===== src/rtl/fetch_unit.sv =====
// fetch_unit
// ----------
// Instruction fetch stage of the 8-bit microprocessor. Reads the program
// counter, issues a read to program memory, stores the returned byte in a
// 2-entry instruction queue feeding decode, and requests one PC increment
// per accepted fetch. A flush (branch/jump) discards the queue and any
// outstanding fetch; halt stops new requests from being started.
//
// Ports
//   clk       in   clock, all state updates on the rising edge
//   rst       in   synchronous active-high reset
//   PC        in   current program counter
//   PC_inc    out  one-cycle increment request to the PC
//   mem_rd    out  program memory read request
//   mem_addr  out  read address (always equal to PC)
//   mem_rdy   in   mem_data valid this cycle (only meaningful while mem_rd=1)
//   mem_data  in   read data
//   ir        out  instruction at queue head (0 when empty)
//   ir_valid  out  queue non-empty
//   ir_ready  in   decode accepts ir this cycle
//   flush     in   discard queue and outstanding fetch; PC is being loaded
//   halt      in   do not start new requests
module fetch_unit #(
    parameter int ADDR_W = 8,
    parameter int DATA_W = 8
) (
    input  logic              clk,
    input  logic              rst,
    input  logic [ADDR_W-1:0] PC,
    output logic              PC_inc,
    output logic              mem_rd,
    output logic [ADDR_W-1:0] mem_addr,
    input  logic              mem_rdy,
    input  logic [DATA_W-1:0] mem_data,
    output logic [DATA_W-1:0] ir,
    output logic              ir_valid,
    input  logic              ir_ready,
    input  logic              flush,
    input  logic              halt
);

    typedef enum logic [1:0] {
        ST_FLUSH = 2'd0,
        ST_REQ   = 2'd1,
        ST_INC   = 2'd2,
        ST_FULL  = 2'd3
    } state_t;

    state_t            state_r;
    state_t            state_next_s;
    logic [1:0]        count_r;
    logic [1:0]        count_next_s;
    logic              head_r;
    logic              tail_r;
    logic [DATA_W-1:0] entry_r [2];
    logic              push_s;
    logic              pop_s;

    // Queue push/pop qualification; flush cancels both the response and the pop.
    always_comb begin
        push_s = 1'b0;
        pop_s  = 1'b0;
        if (flush) begin
            push_s = 1'b0;
            pop_s  = 1'b0;
        end else begin
            push_s = (state_r == ST_REQ) && mem_rdy;
            pop_s  = (count_r != 2'd0) && ir_ready;
        end
    end

    // Occupancy after the coming edge; the FSM decides INC/FULL exits on it.
    always_comb begin
        count_next_s = count_r;
        if (flush) begin
            count_next_s = 2'd0;
        end else if (push_s && !pop_s) begin
            count_next_s = count_r + 2'd1;
        end else if (pop_s && !push_s) begin
            count_next_s = count_r - 2'd1;
        end else begin
            count_next_s = count_r;
        end
    end

    // Next-state logic; flush overrides every state.
    always_comb begin
        state_next_s = state_r;
        if (flush) begin
            state_next_s = ST_FLUSH;
        end else begin
            case (state_r)
                ST_FLUSH: begin
                    if (halt) state_next_s = ST_FLUSH;
                    else      state_next_s = ST_REQ;
                end
                ST_REQ: begin
                    // halt never aborts a request already on the bus
                    if (mem_rdy) state_next_s = ST_INC;
                    else         state_next_s = ST_REQ;
                end
                ST_INC: begin
                    if ((count_next_s == 2'd2) || halt) state_next_s = ST_FULL;
                    else                                state_next_s = ST_REQ;
                end
                ST_FULL: begin
                    if ((count_next_s != 2'd2) && !halt) state_next_s = ST_REQ;
                    else                                 state_next_s = ST_FULL;
                end
                default: state_next_s = ST_FLUSH;
            endcase
        end
    end

    // Output decode from the state and queue registers.
    always_comb begin
        mem_rd   = (state_r == ST_REQ);
        PC_inc   = (state_r == ST_INC) && !flush;
        mem_addr = PC;
        ir_valid = (count_r != 2'd0);
        if (count_r != 2'd0) begin
            ir = entry_r[head_r];
        end else begin
            ir = {DATA_W{1'b0}};
        end
    end

    // FSM state register.
    always_ff @(posedge clk) begin
        if (rst) begin
            state_r <= ST_FLUSH;
        end else begin
            state_r <= state_next_s;
        end
    end

    // Instruction queue storage, pointers and occupancy.
    always_ff @(posedge clk) begin
        if (rst) begin
            count_r    <= 2'd0;
            head_r     <= 1'b0;
            tail_r     <= 1'b0;
            entry_r[0] <= {DATA_W{1'b0}};
            entry_r[1] <= {DATA_W{1'b0}};
        end else begin
            count_r <= count_next_s;
            if (flush) begin
                head_r <= 1'b0;
                tail_r <= 1'b0;
            end else begin
                if (push_s) begin
                    entry_r[tail_r] <= mem_data;
                    tail_r          <= tail_r + 1'b1;
                end
                if (pop_s) begin
                    head_r <= head_r + 1'b1;
                end
            end
        end
    end

endmodule


===== config.mk =====
export PLATFORM = sky130hd
export DESIGN_NAME = fetch_unit
export DESIGN_NICKNAME = d
export VERILOG_FILES = /design/src/rtl/fetch_unit.sv
export SDC_FILE = /design/constraint.sdc
export NUM_CORES = 1
export LEC_CHECK = 0
export ABC_AREA = 1
export CAP_MARGIN = 20
export CORE_ASPECT_RATIO = 1.2
export CORE_MARGIN = 1.5
export CORE_UTILIZATION = 40
export CTS_BUF_LIST = sky130_fd_sc_hd__clkbuf_8
export CTS_CLUSTER_DIAMETER = 150
export DETAILED_ROUTE_END_ITERATION = 8
export PLACE_DENSITY = 0.76
export SYNTH_ARGS = -nofsm -noshare
export SYNTH_HDL_FRONTEND = slang
export SYNTH_SLANG_ARGS = --single-unit

===== constraint.sdc =====
create_clock -name clk -period 1.9 [get_ports clk]
set_clock_uncertainty 0.05 [all_clocks]
set_input_delay 0.57 -clock clk [delete_from_list [all_inputs] [get_ports clk]]
set_output_delay 0.57 -clock clk [all_outputs]
set_load 0.005 [all_outputs]

==> flow_summary.yaml <==
global_routing:
  grt_usage_pct: 17.66
  grt_pass1_vias: 1007
  grt_pass1_wl_um: 4091
  grt_overflow: 0
  grt_max_degree: 13
  antenna_found_initial: 0
clocking:
  numCtsBuffers: 3
  clockBufferDepth: 2
  cts_hold_buf: 0
  clockRootBuffer: "clkbuf_8"
  htree_levels: 1
  cts_num_sinks: 23
  clkTransAtPathRegs_ns: 0.07
  clock_latency_ns: 0.25
  tritoncts: "built"
floorplan:
  die_height_um: 60.87
  io_pins: 41
  die_area_mm2: 0.003118
  coreArea_mm2: 0.002603
  std_cell_rows: 20
  initial_core_util_pct: 42.88
  die_w_um: 51.22
synth:
  ys_ff_latch: 23
  synth_fp_nets: 154
  synth_cell_types: 19
  synth_cells: 131
  syn_area_per_cell_um2: 8.520
  netlist_area_mm2: 0.001116
  seq_area_frac_synth_pct: 55.61
  ys_warn_count: 0
routing:
  firstDrtPassIters: 4
  wire_per_inst_um: 12.48
  via_per_inst: 4.779
  drt-initial-drc-count: 15
  remaining_drc_errors: 0
  vias: 1018
  ant_nets: 0
  wl_um: 2658
place:
  portBuffers: 24
  dp.cells: 198
  dp_hpwl_um: 1784
  gp_congestion: 0.7135
  dpl_worst_slack_ns: -0.4447
timing:
  slew_headroom_pct: 82.25
  slew_violations: 0
  fin_tns_setup_ns: -0.2928
  worstMarginPinSlew_ns: 0.2659
  setup_viol: 4
  hold_violations: 0
  timing.fmax_ghz: 0.4923
  period_needed_ns: 2.031
  rsz0062_at_grt: "yes"
  postLayoutSetupSlackWorst_ns: -0.1315
  fin_crit_sh_pct: 106.9
min_path:
  hold_class: "flop to flop"
  hold_path_depth: 2
cells_and_area:
  fill_cells: 223
  antenna_cells: 0
  instances_no_fill: 213
  nets: 204
  syn_to_final_growth_pct: 48.88
  drive_above_1_share_pct: 36.67
power:
  p_leak_nw: 0.7811
  ir_drop_mv: 0.2916
  power_density_mw_per_mm2: 570.8
run_status:
  status: "finished, violations left"
  violations: "negative setup slack"
worst_setup_path:
  path_max_fanout: 3
  crit_path_start_kind: "flop"
  cp.arrival_ns: 1.41
  required_ns: 1.28
  r2r_cells: 15
  end_kind: "primary output"
  worstSetupPathType: "flop to primary output"
job:
  maxCapViolCount: 0
==> stage by stage <==
step	util, %	power [mW]	instance area, µm²	hold WS [ns]
6_report	63.85	0.9484	1662	0.4209
4_1_cts	61.63	0.9456	1604	0.4237
2_1_floorplan	-	0.6092	1116	0.3974
5_1_grt	63.85	0.9849	1662	0.4712
3_3_place_gp	57.07	0.6588	1485	0.4078
3_5_place_dp	57.07	0.6628	1485	0.4130
==> flip-flops by register name, summed over array words and instances, names as in the netlist, named ones only <==
name     cells
state_r      2
head_r       1
count_r      2
tail_r       1
entry_r     16
==> where the power goes <==
group | internal, mW | switching, mW
logic | 0.0633 | 0.0492
registers | 0.549 | 0.00652
clock network | 0.144 | 0.137
total | 0.756 | 0.192
==> path summary, 6_finish.rpt <==
| check | start | endpoint | slack, ns |
|---|---|---|---|
| worst min-delay path | head_r | flop | 0.42 |
| worst min register to register | head_r | flop | 0.42 |
| worst max-delay path | count_r[0] | ir[4] | -0.13 |
| worst max register to register | count_r[0] | state_r[1] | 0 |
==> synthesized netlist by cell type (all sizes together) <==
library cell	instances	share of area, %
nand2	10	3.6
edfxtp	16	43
buf	8	5.4
a21oi	4	2.1
clkinv	1	0.34
nor3	2	0.90
o21ai	10	4.5
nand3	8	4.0
ha	1	1.1
inv	23	7.7
nand4	1	0.56
a311oi	1	0.78
dfxtp	7	13
nor2	39	13
==> worst max-delay path, stage by stage, from the launching register on <==
cell	delay, ns
dfxtp_2	0.33
inv_2	0.07
ha_4	0.16
clkinvlp_4	0.11
buf_6	0.13
buf_6	0.11
o21ai_2	0.06
nor2_1	0.07
buf_2	0.12
==> cell type report <==
cell class / instances / area (µm²) / area share, %
well taps: 33 / 41.29 / 2.485
inverters: 24 / 97.59 / 5.874
flip-flops and latches: 23 / 625.6 / 37.65
repair buffers: 52 / 442.9 / 26.66
clock inverters: 1 / 3.754 / 0.2259
repair inverters: 1 / 7.507 / 0.4518
multi-input cells: 76 / 401.6 / 24.17
clock buffers: 3 / 41.29 / 2.485
==> metal layers <==
layer	track usage [%]	vias to the layer above	wire [µm]
li1	-	508	-
met1	18.20	481	959
met2	37.48	27	1596
met3	1.724	2	94
met4	4.511	0	8
met5	0	-	0
==> what timing repair did <==
action                                  CTS  global route
cloned                                    1             0
buffers inserted                          8             5
resized for setup                        62            18
pin swaps                                 7            16
endpoints found under the setup margin   11            20
==> logic make-up (layout without fill, tap and decap cells) <==
group / after synthesis / in the layout / share of synthesized area (%)
and+or+nand+nor: 60 / 60 / 22.42
DFF: 23 / 23 / 55.60
buffers and inverters: 32 / 81 / 13.45
adders and majority gates: 1 / 1 / 1.121
AOI/OAI and AO/OA: 15 / 15 / 7.399
==> layout by cell type (no fill, tap or decap), drive strengths merged, types with 2 or more instances in the layout <==
master	instances
inv	24
nor2	39
nand2	10
buf	38
nand3	8
edfxtp	16
a21oi	4
nor3	2
clkbuf	3
o21ai	10
dfxtp	7
clkdlybuf4s50	12
Note: power is estimated with default switching activity, not from simulation.
